File: src/rtl/usb_ep_capture.sv
// Per-endpoint OUT/SETUP packet capture with a registered read port and
// masked SETUP-request comparators for endpoint 0.
module usb_ep_capture #(
    parameter int NUM_EP    = 16,
    parameter int DEPTH     = 8,
    parameter int NUM_MATCH = 4,
    parameter int LW        = $clog2(DEPTH + 1)
) (
    input  logic                         clk48,
    input  logic                         rst_n,
    input  logic                         usb_rst,
    input  logic                         transaction_active,
    input  logic [3:0]                   endpoint,
    input  logic                         setup,
    input  logic                         direction_in,
    input  logic                         data_strobe,
    input  logic [7:0]                   data_out,
    input  logic                         success,
    input  logic [NUM_MATCH*64-1:0]      match_pattern,
    input  logic [NUM_MATCH*64-1:0]      match_mask,
    input  logic [3:0]                   rd_ep,
    input  logic [$clog2(DEPTH)-1:0]     rd_idx,
    output logic [7:0]                   rd_data,
    output logic [LW-1:0]                rd_len,
    output logic                         rd_valid,
    output logic                         pkt_v,
    output logic [3:0]                   pkt_ep,
    output logic [LW-1:0]                pkt_len,
    output logic                         pkt_setup,
    output logic                         ovf,
    output logic                         match_v,
    output logic [$clog2(NUM_MATCH)-1:0] match_idx,
    output logic [NUM_MATCH-1:0]         match_vec
);

    localparam int IW = $clog2(DEPTH);
    localparam int MW = $clog2(NUM_MATCH);
    localparam logic [4:0]    EP_LIM  = 5'(NUM_EP);
    localparam logic [LW-1:0] DEPTH_L = LW'(DEPTH);
    localparam logic [LW-1:0] SETUP_L = LW'(8);

    logic          ta_q;
    logic          sync_q;   // a low transaction_active has been seen since reset
    logic          in_txn;
    logic          ovf_txn;
    logic [LW-1:0] count;
    logic [7:0]    stage [DEPTH];
    logic [7:0]    mem   [NUM_EP][DEPTH];
    logic [LW-1:0] len_q [NUM_EP];
    logic [NUM_EP-1:0] valid_q;

    logic          ep_ok;
    logic          rd_ok;
    logic          start;
    logic          end_t;
    logic          accept;
    logic          has_room;
    logic          commit;
    logic          do_match;
    logic [LW-1:0] cnt_eff;
    logic [63:0]   setup_word;
    logic [NUM_MATCH-1:0] hit;
    logic [MW-1:0] low_idx;

    assign ep_ok    = {1'b0, endpoint} < EP_LIM;
    assign rd_ok    = {1'b0, rd_ep} < EP_LIM;
    assign start    = transaction_active & ~ta_q & sync_q;
    assign end_t    = ~transaction_active & in_txn;
    assign accept   = data_strobe & transaction_active & ~direction_in & ep_ok;
    assign cnt_eff  = start ? '0 : count;
    assign has_room = cnt_eff < DEPTH_L;
    assign commit   = end_t & success & ~direction_in & ep_ok;
    assign do_match = commit & setup & (endpoint == 4'd0) & (count == SETUP_L) & ~ovf_txn;

    // First SETUP byte lands in the most significant byte of the compare word.
    always_comb begin
        setup_word = '0;
        for (int i = 0; i < 8; i++) begin
            setup_word[63-8*i -: 8] = stage[i];
        end
    end

    always_comb begin
        hit = '0;
        for (int k = 0; k < NUM_MATCH; k++) begin
            hit[k] = (((setup_word ^ match_pattern[64*k +: 64]) & match_mask[64*k +: 64]) == 64'd0);
        end
    end

    always_comb begin
        low_idx = '0;
        for (int k = NUM_MATCH - 1; k >= 0; k--) begin
            if (hit[k]) low_idx = MW'(k);
        end
    end

    always_ff @(posedge clk48 or negedge rst_n) begin
        if (!rst_n) begin
            ta_q      <= 1'b0;
            sync_q    <= 1'b0;
            in_txn    <= 1'b0;
            ovf_txn   <= 1'b0;
            count     <= '0;
            valid_q   <= '0;
            ovf       <= 1'b0;
            pkt_v     <= 1'b0;
            pkt_ep    <= '0;
            pkt_len   <= '0;
            pkt_setup <= 1'b0;
            match_v   <= 1'b0;
            match_idx <= '0;
            match_vec <= '0;
            rd_data   <= '0;
            rd_len    <= '0;
            rd_valid  <= 1'b0;
            for (int e = 0; e < NUM_EP; e++) len_q[e] <= '0;
        end else begin
            ta_q <= transaction_active;
            if (!transaction_active) sync_q <= 1'b1;

            if (usb_rst) begin
                in_txn    <= 1'b0;
                ovf_txn   <= 1'b0;
                count     <= '0;
                valid_q   <= '0;
                ovf       <= 1'b0;
                pkt_v     <= 1'b0;
                match_v   <= 1'b0;
                match_vec <= '0;
            end else begin
                if (start)                   in_txn <= 1'b1;
                else if (!transaction_active) in_txn <= 1'b0;

                count <= (accept && has_room) ? cnt_eff + LW'(1) : cnt_eff;
                if (start) ovf_txn <= 1'b0;
                if (accept && !has_room) begin
                    ovf_txn <= 1'b1;
                    ovf     <= 1'b1;
                end

                pkt_v   <= commit;
                match_v <= 1'b0;
                if (commit) begin
                    pkt_ep          <= endpoint;
                    pkt_len         <= count;
                    pkt_setup       <= setup;
                    len_q[endpoint] <= count;
                    valid_q[endpoint] <= 1'b1;
                    if (setup && endpoint == 4'd0) begin
                        if (do_match) begin
                            match_vec <= hit;
                            match_v   <= |hit;
                            match_idx <= low_idx;
                        end else begin
                            match_vec <= '0;
                            match_idx <= '0;
                        end
                    end
                end
            end

            // Reads sample pre-commit contents when a commit lands this cycle.
            rd_data  <= rd_ok ? mem[rd_ep][rd_idx] : 8'd0;
            rd_len   <= rd_ok ? len_q[rd_ep] : '0;
            rd_valid <= rd_ok & valid_q[rd_ep];
        end
    end

    always_ff @(posedge clk48 or negedge rst_n) begin
        if (!rst_n) begin
            for (int i = 0; i < DEPTH; i++) stage[i] <= '0;
            for (int e = 0; e < NUM_EP; e++) begin
                for (int i = 0; i < DEPTH; i++) mem[e][i] <= '0;
            end
        end else if (!usb_rst) begin
            if (accept && has_room) stage[cnt_eff[IW-1:0]] <= data_out;
            if (commit) begin
                for (int i = 0; i < DEPTH; i++) begin
                    if (LW'(i) < count) mem[endpoint][i] <= stage[i];
                end
            end
        end
    end

endmodule

File: config.mk
export PLATFORM = sky130hd
export DESIGN_NAME = usb_ep_capture
export DESIGN_NICKNAME = d
export VERILOG_FILES = /design/src/rtl/usb_ep_capture.sv
export SDC_FILE = /design/constraint.sdc
export NUM_CORES = 2
export LEC_CHECK = 0
export CAP_MARGIN = 20
export CORE_MARGIN = 4
export CORE_UTILIZATION = 35
export DETAILED_ROUTE_END_ITERATION = 6
export PLACE_DENSITY_LB_ADDON = 0.15
export SLEW_MARGIN = 10
export SYNTH_ARGS = -nofsm -noshare
export SYNTH_HDL_FRONTEND = slang
export SYNTH_SLANG_ARGS = --single-unit
File: constraint.sdc
create_clock -name clk48 -period 2.72 [get_ports clk48]
set_clock_uncertainty 0.1 [all_clocks]
set_input_delay 0.408 -clock clk48 [delete_from_list [all_inputs] [get_ports clk48]]
set_output_delay 0.408 -clock clk48 [all_outputs]
set_load 0.01 [all_outputs]
## After elaboration in Yosys (flattened, before gate mapping)

Index checks and enable logic that the tools add are counted.

| storage, ports and cells | value |
|---|---|
| register bits | 1207 |
| latch bits | 0 |
| bits in writable memories | 0 |
| bits in read-only memories | 0 |
| input bits | 539 |
| output and inout port bits | 31 |
| word-level logic and storage cells | 332 |
| memories kept | 0 |

| cells by class | value |
|---|---|
| $add $sub $neg | 1 |
| multipliers | 0 |
| div/mod/pow operators | 0 |
| order comparisons | 18 |
| equal/unequal tests | 2 |
| shift operators | 0 |
| muxes and demuxes | 92 |
| bitwise logic cells | 29 |
| reductions and logical operators | 21 |

Operator list:

| operator | count |
|---|---|
| 1024-bit 2-to-1 mux | 22 |
| 1024-bit bitwise mux | 8 |
| 64-bit demux with 4-bit select | 8 |
| 64-bit bitwise AND | 4 |
| 64-bit binary-select mux with 4-bit select | 1 |
| 64-bit logical NOT | 4 |
| 64-bit bitwise XOR | 4 |
| 64-bit 2-to-1 mux | 3 |
| 64-bit bitwise mux | 2 |
| 56-bit 2-to-1 mux | 1 |
| 16-bit 2-to-1 mux | 3 |
| 48-bit 2-to-1 mux | 1 |
| 4-bit 2-to-1 mux | 10 |
| 40-bit 2-to-1 mux | 1 |
| 32-bit 2-to-1 mux | 1 |
| 8-bit 2-to-1 mux | 4 |
| 8-bit binary-select mux with 3-bit select | 1 |
| 8-bit demux with 3-bit select | 1 |
| 24-bit 2-to-1 mux | 1 |
| 4-bit binary-select mux with 4-bit select | 1 |
| 4-bit demux with 4-bit select | 1 |
| 3-bit by 4-bit less-than comparator with 1-bit output, first input constant | 4 |
| 16-bit OR | 1 |
| 1-bit 2-to-1 mux | 15 |
| 27 further kinds | 61 |

## Logic depth before layout (Yosys ltp)

| logic depth | value |
|---|---|
| word-level depth | 35 |
| gate-level depth with buffers | 11 |
| gate-level depth less buffers | 8 |

## Worst setup path before layout

Ideal clock, no wire load.

| timing path | value |
|---|---|
| kind | input to register |
| start | input rd_ep[1] |
| end | register rd_len[3] |
| setup time | 0.138 ns |
| arrival time | 2.127 ns |
| data required time | 2.482 ns |
| path slack | 0.354 ns |
| cell stages on the path | 7 |
| buffers on the path | 5 |
| path through | buf_2 -> buf_6 -> buf_4 -> buf_2 -> buf_2 -> mux4_2 -> mux4_2 |

| on the way | value |
|---|---|
| longest elaborated chain between the ends | 4 |

Ends and longest elaborated chain:

| item | line | text |
|---|---|---|
| from (decl) | 21 | `input logic [3:0] rd_ep,` |
| 4-bit NOT with 5-bit output (implied by the code) | 164 | `rd_len <= rd_ok ? len_q[rd_ep] : '0;` |
| 4-bit binary-select mux with 4-bit select | 164 |  |
| 4-bit 2-to-1 mux (implied by the code) (2 in series) | 164 |  |
| to (signal assigned) | 164 |  |
| to (decl) | 24 | `output logic [LW-1:0] rd_len,` |

No other way between the ends. The select of a mux whose other input is x is not followed.
A chain may end at the register's enable or synchronous reset.

## Final worst setup path

| timing path | value |
|---|---|
| start | register stage (netlist bit setup_word[42]) |
| end | register match_idx[1] |

| on the way | value |
|---|---|
| longest elaborated chain between the ends | 8 |
| elaborated cells on any way between the ends | 17 |
| those cells by class | mux: 5; bitwise: 8; reduce/logical: 4 |

Ends and longest elaborated chain:

| item | line | text |
|---|---|---|
| from (decl) | 47 | `logic [7:0] stage [DEPTH];` |
| from (signal, indexed assignment) | 176 | `if (accept && has_room) stage[cnt_eff[IW-1:0]] <= data_out;` |
| 64-bit bitwise XOR | 86 | `hit[k] = (((setup_word ^ match_pattern[64*k +: 64]) & match_mask[64*k +: 64]) == 64'd0);` |
| 64-bit bitwise AND | 86 |  |
| 64-bit logical NOT | 86 |  |
| 2-bit 2-to-1 mux (3 in series) | 93 | `if (hit[k]) low_idx = MW'(k);` |
| 2-bit 2-to-1 mux (*) | 93 |  |
| 2-bit 2-to-1 mux (*) | 150 | `if (do_match) begin` |
| to (signal assigned) | 153 | `match_idx <= low_idx;` |
| to (decl) | 32 | `output logic [$clog2(NUM_MATCH)-1:0] match_idx,` |

Every way passes the cells marked *; elsewhere a longest branch is shown, timed or not.

==> results.md <==
Global routing:
- The all-layer global routing usage is 27.67%.
- The first global-routing pass estimated 337.0 mm of wire.
- Entering global routing, the biggest net connects 101 pins.
- The via count of the first global-routing pass is 41825.
- For this run the aggregate overflow at the end of global routing stands at 0.
- The number of antenna violations at the first check in global routing was 31.

Critical path:
- The buffering stage count on the worst path with inverters included is 1.
- The most numerous cell type found on the critical path is sky130_fd_sc_hd__nand2_1.
- The category of the critical setup timing path is reg -> reg.
- The arrival time of data at the critical path endpoint is 3.23 ns.
- The sort of element at the start of the critical path is a flip-flop.
- The nature of the critical path endpoint is a flip-flop.
- The slowest stage of the critical path is the sky130_fd_sc_hd__xor2_1 cell.
- The largest fanout of any net on the critical path is 6.
- At the worst endpoint, the required time is 3.26 ns.
- Traced cell by cell, the critical path runs through xor2_1 -> a22oi_1 -> nand4_1 -> nor4_2 -> buf_4 -> nand2_1 -> nand2_1 -> a32o_1.
- In this design, the stage delay of the slowest critical-path cell is 0.73 ns.
- The kind of cell adding the most delay to the critical path is XOR/XNOR gates.

Power and ir drop:
- The largest voltage drop on the vdd net is 0.5307 mV.
- The power density over cell area is 549.2 nW/um^2.
- The leakage power figure is 36.64 nW.
- Combinational logic burns 9.8% of the power.
- Internal power comes to 31.84 mW.
- The overall power consumption is 42.31 mW.
- The share of power burned in registers is 43.0%.
- The clock network fraction of total power is 47.2%.
- Net switching is 24.76% of the power.
- Summed over all nets, the switching power comes to 10.48 mW.

Final layout:
- With fillers left out, the area of the finished cells amounts to 77040 um^2.
- The final layout contains 5517 nets.
- In the final layout, the share of cells above drive strength 1 is 44.23%.
- The relative area change from synthesis to final layout is 32.78%.

Floorplanning:
- For this configuration, the core starts out at a cell density of 35.21%.
- The horizontal extent of the die is 415.2 um.
- The placeable core region is 164800 um^2.
- The die extent in y is 415.2 um.
- The total die area is 172400 um^2.
- The total number of placement rows is 149.
- The total I/O pin count is 570.

Synth:
- Counting flops with a built-in enable in the synthesized netlist gives 0.
- The largest total area in the synthesized netlist belongs to sky130_fd_sc_hd__dfrtp_1.
- After Yosys synthesis, full adders, half adders and majority gates account for 0.02156% of the synthesized area.
- The number of synthesized register bits is 1207.
- After synthesis, the cell types taking the most area are sky130_fd_sc_hd__dfrtp_1 (52%), sky130_fd_sc_hd__mux2_2 (19%), sky130_fd_sc_hd__mux4_2 (11%), sky130_fd_sc_hd__mux2_1 (4.2%), sky130_fd_sc_hd__xor2_1 (3.9%).
- The sequential-to-total area share from yosys stat is 52.05%.
- A synthesized cell averages 14.85 um^2.
- The most common flop cell mapped by yosys is sky130_fd_sc_hd__dfrtp_1.
- The synthesized netlist contains 58 unique library cells.
- The cell count after synthesis is 3907.
- When the netlist entered floorplanning its net count stood at 4447.
- In the synthesized netlist the async set-or-reset flop fraction comes to 100.0%.
- The top-area cell type share of the netlist area is 52.05%.
- After Yosys synthesis, XOR and XNOR cells account for 3.894% of the synthesized area.
- After synthesis, the share of cell area in mux cells is 34.57%.
- Of the total synthesized cell area, the portion taken by AND, OR, NAND and NOR gates is 3.502%.
- The cell area that synthesis handed to floorplanning was 58030 um^2.
- The most common cell in the synthesized netlist is sky130_fd_sc_hd__dfrtp_1.
- The complex-gate fraction of the synthesized area is 3.711%.
- The dominant combinational cell family by area after synthesis is multiplexers.
- The warning count from the yosys run is 0.
- By count the netlist is led by sky130_fd_sc_hd__dfrtp_1 (1207), sky130_fd_sc_hd__mux2_2 (961), sky130_fd_sc_hd__mux4_2 (281).

Timing:
- After layout, the minimum clock period comes to 2.690 ns.
- The part of the cycle the worst path needs is 98.90%.
- Setup repair after global routing left no endpoint under its margin.
- The tightest hold path in the finished design has a slack of 0.07324 ns.
- The smallest setup slack after layout is 0.02999 ns.
- The number of max-slew violations in the final report is 0.
- The final setup violation count is 0.
- The relative max-transition margin is 31.69%.
- Based on the critical path, the design can be clocked at up to 371.7 MHz.
- The final-report hold violation count is 0.
- At the pin with the least slew margin, the transition time is 1.020 ns.
- The setup total negative slack is 0 ns.

Clock tree:
- The root buffer cell is sky130_fd_sc_hd__clkbuf_16.
- The number of clock sinks seen by CTS is 1207.
- The clock latency of the later-clocked register in the worst-skew pair is 0.78 ns.
- The maximum buffer depth of the clock tree is 3.
- The H-tree depth reported by CTS is 4.
- After clock tree synthesis, the clock-pin slew on the worst setup and hold paths is 0.06 ns.
- TritonCTS built the clock tree.
- Clock tree synthesis inserted a total of 140 buffers.

Routing:
- The total detailed-routing wirelength is 241.5 mm.
- The average detailed-routed wire length per instance is 33.10 um.
- The first TritonRoute pass finished after 7 iterations.
- The number of nets with antenna violations after routing is 0.
- In the routed design, unresolved DRC markers number 0.
- Dividing the detail-routed via count by the number of cells gives 5.456.
- Across all layers, the routed design uses 39803 vias.
- The starting DRC count in detailed routing is 3177.

Placed design:
- Buffers placed on the I/O ports in this run total 569.
- The half-perimeter wire length after placement is 189.5 mm.
- Timing analysis after detailed placement gives a worst setup slack of -0.7233 ns.
- The final weighted congestion in routability-driven placement is 1.047.
- The placed instances occupy a cell area of 71900 um^2.

Hold path:
- The min-delay analysis places its worst path in the category in -> async.

Outcome:
- The flow ran to the end, and the final reports show no timing, DRC or antenna violations.

Flow run:
- Across the run, the number of max-cap violations was 0.
-- stage by stage --
stage	std cells	util, %
after detailed placement	7016	43.63
final	7295	46.75
after floorplan	3907	-
after global placement	7014	43.62
after global routing	7284	46.73
after CTS	7274	46.67
-- power groups by stage --
stage	logic, mW	clock network, mW	registers, mW
3_5_place_dp	4.11	0	18.5
5_1_grt	4.30	21.1	18.2
3_3_place_gp	4.11	0	18.5
6_report	4.15	20.0	18.2
4_1_cts	4.14	20.4	18.2
2_1_floorplan	1.22	0	18.4
-- layout make-up --
class | instances | area (um^2)
timing repair buffer | 1194 | 12470
inverter | 18 | 67.56
sequential | 1207 | 30230
fill | 14832 | 87760
clock inverter | 49 | 744.5
clock buffer | 205 | 4143
antenna | 17 | 42.54
tap | 2189 | 2739
multi-input combinational | 2416 | 26610
-- flip-flops by register name, indices dropped and copies added, names as in the netlist, 2 cells and up --
register and count:
count 4, len_q 64, match_idx 2, match_vec 4, mem 1024, pkt_ep 4
pkt_len 4, rd_data 8, rd_len 4, setup_word 64, valid_q 16
-- cells by family after synthesis --
logic type | after synthesis
multiplexers | 1506
flip-flops | 1207
buffers and inverters | 284
adder cells (fa/ha/maj) | 1
XOR/XNOR | 258
AND/OR/NAND/NOR | 349
AO/OA/AOI/OAI | 302
-- timing repair --
action / in CTS / in global routing
gates resized for setup: 29 / 15
endpoints found under the hold margin: 755 / 0
pin swaps: 6 / 5
setup buffers: 4 / 4
hold buffers: 1 / 0
setup endpoints to repair: 7 / 3
-- layout by cell type (no fill, tap or decap), drive strengths merged, types with 5 or more instances in the layout --
cell and count:
and2 5, clkinv 21, dfrtp 1207, a21oi 12, clkdlybuf4s50 563, nand4 33
a22oi 128, clkbuf 205, a211oi 17, nor2b 25, nand2b 7, o21ai 56
mux2i 49, mux2 1176, xor2 256, diode 17, nor2 131, clkinvlp 5
o22ai 8, a311oi 8, buf 630, a31oi 18, bufinv 15, inv 26
mux4 281, nor3 11, nand2 108, a221oi 32, nor4 9, nand3 10
a32oi 8, o221ai 8
-- worst reg2reg max path, stage by stage, from the launching register on --
cell and delay [ns]:
sky130_fd_sc_hd__dfrtp_1 0.63, sky130_fd_sc_hd__xor2_1 0.73, sky130_fd_sc_hd__a22oi_1 0.14, sky130_fd_sc_hd__nand4_1 0.33
sky130_fd_sc_hd__nor4_2 0.08, sky130_fd_sc_hd__buf_4 0.14, sky130_fd_sc_hd__nand2_1 0.10, sky130_fd_sc_hd__nand2_1 0.06
sky130_fd_sc_hd__a32o_1 0.25
-- path summary, 6_finish.rpt --
check                                    start           end  slack, ns  cells past startpoint
worst max-delay path            setup_word[42]  match_idx[1]       0.03                      8
worst min-delay path                     rst_n      mem[396]       0.07                      2
worst max register to register  setup_word[42]  match_idx[1]       0.03                      8
worst min register to register        len_q[7]      len_q[7]       0.37                      2
max in group asynchronous                rst_n      mem[902]       1.46                      3
min in group clk48                    rd_ep[3]     rd_len[0]       0.30                      3
-- metal layers --
metal / GRT usage (%) / routed length [um]
met4: 10.79 / 10630
met2: 44.99 / 115200
met1: 36.65 / 101400
met5: 0 / 51
met3: 5.293 / 14210
Power figures use the tool's default switching activity.
